File: config.mk
export PLATFORM = sky130hd
export DESIGN_NAME = calc_button_encoder
export DESIGN_NICKNAME = d
export VERILOG_FILES = /design/src/rtl/calc_button_encoder.sv
export SDC_FILE = /design/constraint.sdc
export NUM_CORES = 1
export LEC_CHECK = 0
export ABC_AREA = 0
export CAP_MARGIN = 5
export CELL_PAD_IN_SITES_DETAIL_PLACEMENT = 0
export CELL_PAD_IN_SITES_GLOBAL_PLACEMENT = 1
export CORE_MARGIN = 2
export CORE_UTILIZATION = 35
export DETAILED_ROUTE_END_ITERATION = 10
export PLACE_DENSITY = 0.71
export SYNTH_ARGS = -nofsm -noshare
export SYNTH_HDL_FRONTEND = slang
export SYNTH_SLANG_ARGS = --single-unit
File: constraint.sdc
create_clock -name clk_i -period 3.5 [get_ports clk_i]
set_input_delay 0.7 -clock clk_i [delete_from_list [all_inputs] [get_ports clk_i]]
set_output_delay 0.7 -clock clk_i [all_outputs]
set_load 0.005 [all_outputs]
File: src/rtl/calc_button_encoder.sv
// Keypad front end: synchronizes and debounces raw button levels, then turns each
// clean single-button press into one active_button_t event on a valid/ready handshake.
package calc_pkg;

  // Field order matches active_button_t code order, so the MSB (on) maps to B_ON.
  typedef struct packed {
    logic on;
    logic off;
    logic clr;
    logic mem_rc;
    logic mem_add;
    logic mem_sub;
    logic op_add;
    logic op_sub;
    logic op_mul;
    logic op_div;
    logic op_eq;
    logic dot;
    logic num_0;
    logic num_1;
    logic num_2;
    logic num_3;
    logic num_4;
    logic num_5;
    logic num_6;
    logic num_7;
    logic num_8;
    logic num_9;
  } buttons_t;

  typedef enum logic [4:0] {
    B_NONE    = 5'd0,
    B_ON      = 5'd1,
    B_OFF     = 5'd2,
    B_CLR     = 5'd3,
    B_MEM_RC  = 5'd4,
    B_MEM_ADD = 5'd5,
    B_MEM_SUB = 5'd6,
    B_OP_ADD  = 5'd7,
    B_OP_SUB  = 5'd8,
    B_OP_MUL  = 5'd9,
    B_OP_DIV  = 5'd10,
    B_OP_EQ   = 5'd11,
    B_DOT     = 5'd12,
    B_NUM_0   = 5'd13,
    B_NUM_1   = 5'd14,
    B_NUM_2   = 5'd15,
    B_NUM_3   = 5'd16,
    B_NUM_4   = 5'd17,
    B_NUM_5   = 5'd18,
    B_NUM_6   = 5'd19,
    B_NUM_7   = 5'd20,
    B_NUM_8   = 5'd21,
    B_NUM_9   = 5'd22
  } active_button_t;

endpackage

module calc_button_encoder #(
  parameter int unsigned DebounceCycles = 1000
) (
  input  logic                      clk_i,
  input  logic                      rst_i,
  input  calc_pkg::buttons_t        buttons_i,
  output calc_pkg::active_button_t  active_button_o,
  output logic                      valid_o,
  input  logic                      ready_i,
  output logic                      chord_o,
  output logic                      overflow_o
);
  import calc_pkg::*;

  localparam int unsigned NumButtons = $bits(buttons_t);
  localparam int unsigned CntW = (DebounceCycles < 1) ? 1 : $clog2(DebounceCycles + 1);
  localparam logic [CntW-1:0] CntMax = CntW'(DebounceCycles);
  localparam logic [CntW-1:0] CntOne = CntW'(1);
  localparam logic [NumButtons-1:0] ZeroVec = {NumButtons{1'b0}};
  localparam logic [NumButtons-1:0] OneVec = NumButtons'(1);
  localparam logic [0:0] StIdle = 1'b0;
  localparam logic [0:0] StHeld = 1'b1;

  if (DebounceCycles == 0) begin : g_param_check
    $fatal(1, "calc_button_encoder: DebounceCycles must be at least 1");
  end

  function automatic active_button_t encode(input logic [NumButtons-1:0] vec);
    active_button_t code;
    code = B_NONE;
    for (int i = 0; i < int'(NumButtons); i++) begin
      if (vec[i]) begin
        code = active_button_t'(5'(int'(NumButtons) - i));
      end
    end
    return code;
  endfunction

  logic [NumButtons-1:0] s1_q, s1_d, s2_q, s2_d, stable_q, stable_d;
  logic [CntW-1:0]       cnt_q, cnt_d;
  logic                  blk_q, blk_d;
  logic [0:0]            state_q, state_d;
  logic                  valid_q, valid_d, chord_q, chord_d, ovf_q, ovf_d;
  active_button_t        code_q, code_d;
  logic                  settled_s, one_hot_s, press_s, chord_s;

  // Synchronizer, debounce counter and accepted level; blk_q holds off presses
  // that were already down when reset released until a debounced all-zero is seen.
  always_comb begin
    s1_d      = buttons_i;
    s2_d      = s1_q;
    settled_s = (cnt_q == CntMax);
    if (s1_q != s2_q) begin
      cnt_d = {CntW{1'b0}};
    end else if (!settled_s) begin
      cnt_d = cnt_q + CntOne;
    end else begin
      cnt_d = cnt_q;
    end
    if (settled_s && !blk_q && (s2_q != stable_q)) begin
      stable_d = s2_q;
    end else begin
      stable_d = stable_q;
    end
    if (settled_s && (s2_q == ZeroVec)) begin
      blk_d = 1'b0;
    end else begin
      blk_d = blk_q;
    end
  end

  // Press FSM and output handshake.
  always_comb begin
    one_hot_s = (stable_q != ZeroVec) && ((stable_q & (stable_q - OneVec)) == ZeroVec);
    state_d   = state_q;
    press_s   = 1'b0;
    chord_s   = 1'b0;
    case (state_q)
      StIdle: begin
        if (stable_q != ZeroVec) begin
          state_d = StHeld;
          if (one_hot_s) begin
            press_s = 1'b1;
          end else begin
            chord_s = 1'b1;
          end
        end else begin
          state_d = StIdle;
        end
      end
      StHeld: begin
        if (stable_q == ZeroVec) begin
          state_d = StIdle;
        end else begin
          state_d = StHeld;
        end
      end
      default: state_d = StIdle;
    endcase

    valid_d = valid_q;
    code_d  = code_q;
    ovf_d   = 1'b0;
    chord_d = chord_s;
    if (press_s) begin
      if (!valid_q || ready_i) begin
        valid_d = 1'b1;
        code_d  = encode(stable_q);
      end else begin
        ovf_d = 1'b1;
      end
    end else if (valid_q && ready_i) begin
      valid_d = 1'b0;
    end else begin
      valid_d = valid_q;
    end
  end

  // State registers with synchronous reset.
  always_ff @(posedge clk_i) begin
    if (rst_i) begin
      s1_q     <= ZeroVec;
      s2_q     <= ZeroVec;
      stable_q <= ZeroVec;
      cnt_q    <= {CntW{1'b0}};
      blk_q    <= 1'b1;
      state_q  <= StIdle;
      valid_q  <= 1'b0;
      code_q   <= B_NONE;
      chord_q  <= 1'b0;
      ovf_q    <= 1'b0;
    end else begin
      s1_q     <= s1_d;
      s2_q     <= s2_d;
      stable_q <= stable_d;
      cnt_q    <= cnt_d;
      blk_q    <= blk_d;
      state_q  <= state_d;
      valid_q  <= valid_d;
      code_q   <= code_d;
      chord_q  <= chord_d;
      ovf_q    <= ovf_d;
    end
  end

  assign active_button_o = code_q;
  assign valid_o         = valid_q;
  assign chord_o         = chord_q;
  assign overflow_o      = ovf_q;

endmodule

Yosys cells after proc, flatten, opt, wreduce, memory -nomap -nowiden --
Cells that the tools add are included.
Cells by class: add/sub/neg operators 2, equality and inequality tests 4, mux-type cells 33, bitwise logic cells 4, reductions and logical operators 18
Operator list (number):
- 5-bit 2-to-1 mux | 22
- 22-bit logical NOT | 3
- 22-bit != test | 2
- 22-bit bitwise AND | 1
- 22-bit nonzero test | 1
- 22-bit by 1-bit subtractor with 22-bit output, second input constant | 1
- 10-bit by 1-bit adder with 10-bit output, second input constant | 1
- 10-bit equality test, second input constant | 1
- 1-bit 2-to-1 mux | 10
- 1-bit logical AND | 5
- 2-bit AND reduction | 2
- 2-bit OR reduction | 2
- 1-bit NOT | 3
- 3-bit OR reduction | 1
- 1-bit logical NOT | 2
- 2-bit by 1-bit != test with 1-bit output, second input constant | 1
- 1-bit case mux with 2 select lines | 1
- 2-bit nonzero test | 1
- 1-bit logical OR | 1
Word-level totals: register bits 86, bits of input ports 25

Longest topological paths before layout --
word-level depth 22, gate-level depth with buffers 9, depth with buffers taken out 7

Worst setup path before layout --
Ideal clock, no wire load.
path type register -> register, start point register stable_q[4], end point register code_q[2] (netlist: active_button_o[2]), library setup time 121 ps, arrival time 2228 ps, data required time 3379 ps, slack 1151 ps, cell stages (with the launch flop) 8, buffers on the path 1, cell sequence dfxtp_1 -> buf_4 -> nor4_4 -> nand4b_1 -> a2111oi_2 -> o211ai_2 -> nor4b_4 -> mux2_4
On the way: word-level cells in the longest chain between the ends 18, elaborated cells between the ends (all ways) 27, classes of those cells add/sub (1); mux (21); bitwise (1); reduce/logical (4)
Ends and longest elaborated chain:
- start: declaration | line 97 | logic [NumButtons-1:0] s1_q, s1_d, s2_q, s2_d, stable_q, stable_d;
- start signal: assignment | line 182 | stable_q <= ZeroVec;
- start signal: assignment | line 193 | stable_q <= stable_d;
- 5-bit 2-to-1 mux (18 in a row) | line 90 | if (vec[i]) begin
- end signal: assignment | line 198 | code_q <= code_d;
- end: declaration | line 102 | active_button_t code_q, code_d;
Several ways; a longest one is shown, not always the timed one. A chain may end at the register's enable or synchronous reset.

Worst setup path in the final report --
start point register stable_q[3], end point register code_q[2] (netlist: active_button_o[2])
On the way: word-level cells in the longest chain between the ends 19, elaborated cells between the ends (all ways) 28, classes of those cells add/sub (1); mux (22); bitwise (1); reduce/logical (4)
Ends and longest elaborated chain (line):
- 5-bit 2-to-1 mux (19 in a row) | 90
Several ways; a longest one is shown, not always the timed one.

==> summary.md <==
| Metric | Value |
|---|---|
| Clock Tree Buf Depth | 2 |
| Detailed Routing Iterations Pass 1 | 4 |
| CORE AREA | 0.0108 mm2 |
| Antenna cells | 0 |
| Endpoints failing hold | 0 |
| First-pass GRT wire length | 13,000 um |
| RSZ-0062 raised after global routing | false |
| Reg clk slew, reported paths | 0.09 ns |
| Final ANT Viol Nets | 0 |
| NumNets Final | 453 |
| Fill count | 1,059 |
| Setup Slack @ Placement | 0.869 ns |
| Antenna violations before repair | 0 |
| Dpl hpwl | 5730 um |
| Ys flop type | dfxtp_1 |
| Clock root cell | clkbuf_8 |
| Synthesized area per cell | 9.46 um2 |
| Sequential fraction of the synthesis area | 0.447 |
| Pwr/cell area | 429 mW/mm2 |
| Fin util | 0.414 |
| Post-synth net total | 434 |
| Max_cap viols | 0 |
| WP data required | 3.76 ns |
| Gp weighted congestion | 0.860 |
| Async SR Flop Fraction | 0 |
| Final Power | 1.92 mW |
| Setup_tns | 0 ns |
| Ports | 33 |
| Top post-synthesis cells by area | dfxtp_1 45%, xnor2_1 8.9%, nor2b_1 7.6%, mux2i_1 7.0%, nor2_1 4.9% |
| Commonest non-fill, non-tap cell in the layout | dfxtp_1 |
| Grt total ovfl | 0 |
| Final min period | 2.63 ns |
| Post-synth EDFFs | 0 |
| Die X-Extent | 109 um |
| Placed cell count | 555 |
| P&R area growth vs syn | 16.1% |
| TritonCTS clock tree | yes |
| Num CTS Buffers | 9 |
| H-Tree Level Count | 3 |
| CP Cell Sequence | nor4_4 > nand4b_1 > a2111oi_2 > o211ai_2 > nor4b_4 > mux2_4 |
| Finished Cell Area | 0.00447 mm2 |
| Cts-stage hold buffer count | 0 |
| Crit-path slowest cell | nor4b_4 |
| Reg2Reg Setup Slack | 0.87 ns |
| CP Capture Type | flip-flop |
| DIE AREA | 0.0119 mm2 |
| CTS resizes | 0 |
| Synth top area share | 0.447 |
| Final Cycle Share | 0.753 |
| Number of setup buffers added after CTS | 0 |
| Slew HR | 0.474 |
| Outcome | complete, no violations |
| Largest net degree at the start of global routing | 79 |
| Num Clock Sinks | 86 |
| Gr usage total | 0.144 |
| Skew-Pair Late Insertion Delay | 0.36 ns |
| Worst-Margin Slew | 0.789 ns |
| Via/cell ratio | 4.86 |
| Mapped Area | 0.00385 mm2 |
| Share of layout cells above drive strength 1 | 0.0650 |
| Top cell type by total area after synthesis | dfxtp_1 |
| Via count | 2,777 |
| Startpoint types | flip-flop |
| Worst stage delay on the critical path | 0.50 ns |
| CP Class | flip-flop to flip-flop |
| Hold Slack | 0.476 ns |
| Vias in the first global route | 2,568 |
| Slew Limit Fails | 0 |
| Initial drt markers | 153 |
| Row count | 38 |
| Hold Path Class | flip-flop to flip-flop |
| Yosys warns | 0 |
| Flops & latches, synth | 86 |
| # DRC | 0 |
| CP max FO | 7 |
| Arrival time at the worst endpoint | 2.89 ns |
| Area of placed instances | 0.00425 mm2 |
| Post-route insts no fill | 571 |
| Leak Pwr | 1.56 nW |
| Mapped Cells | 407 |
| Die Ht | 109 um |
| Final setup violation count | 0 |
| Crit path setup slack, layout | 0.866 ns |
| Cell variety after synth | 51 |
| Peak supply drop | 0.000165 V |
| Final Skew | 0.00908 ns |
| Most frequent cells in the layout | 86 x dfxtp_1, 50 x nor2_1, 47 x nor2b_1 |
| Max Clk Rate | 380 MHz |
| Routed wire length | 8070 um |
| PortBufs | 32 |
| Starting Density | 0.357 |
| Average wire per standard cell | 14.1 um |
-- kinds of logic after synthesis --
group           after synthesis  synth area share
simple gates                169             0.246
flops                        86             0.447
xor+xnor                     52             0.118
compound gates               38            0.0718
buf+inv                      32            0.0354
mux                          28            0.0741
fa+ha+maj                     2           0.00650
-- area by class of cell --
type | instances | area (um2) | share of cell area
Inverter | 6 | 22.5 | 0.00504
Tap cell | 140 | 175 | 0.0392
Timing Repair Buffer | 34 | 330 | 0.0739
Multi-Input combinational cell | 289 | 2000 | 0.447
Sequential cell | 86 | 1720 | 0.385
Clock buffer | 10 | 128 | 0.0286
Clock inverter | 6 | 93.8 | 0.0210
-- critical path, delay by kind of cell, from the launching register on --
| kind | cells | cell delay [ns] |
|---|---|---|
| and+or+nand+nor | 3 | 1.17 |
| AOI/OAI and AO/OA | 2 | 0.62 |
| DFF | 1 | 0.40 |
| muxes | 1 | 0.34 |
-- path summary, 6_finish.rpt --
check | from | end | depth (start not counted)
max | stable_q[3] | active_button_o[2] | 6
min | s1_q[20] | s2_q[20] | 1
max reg2reg | stable_q[3] | active_button_o[2] | 6
min reg2reg | s1_q[20] | s2_q[20] | 1
-- synthesized netlist by cell type (4+ instances only) --
cell and instances:
nor2_1 50, nand2_1 11, o21ai_0 5, buf_2 4
clkbuf_1 20, a21oi_1 8, mux2i_1 27, nand4_1 12
nor3_1 8, xnor2_1 39, nor2b_1 47, nand2b_1 7
dfxtp_1 86, inv_1 6, nor4_1 10, nand3_1 8
xor2_1 13
-- sequential cells by signal, summed over array words and instances, names as in the netlist --
name,count
s1_q,22
s2_q,22
stable_q,22
cnt_q,10
active_button_o,5
blk_q,1
chord_o,1
overflow_o,1
state_q,1
valid_o,1
-- power breakdown --
group / switching, mW / total [mW] / internal, mW
Sequential: 0.0252 / 1.03 / 1.00
Combinational: 0.0429 / 0.106 / 0.0632
Clock: 0.372 / 0.782 / 0.410
Total: 0.440 / 1.92 / 1.47
-- routing by layer --
layer  global-route usage  share of wire  vias to the layer above
met3               0.0275          0.035                       10
met1                0.184           0.49                     1290
met2                0.237           0.46                       58
li1                     -              -                     1419
met5                    0              0                        -
met4               0.0614          0.015                        0
Power figures use the tool's default switching activity.
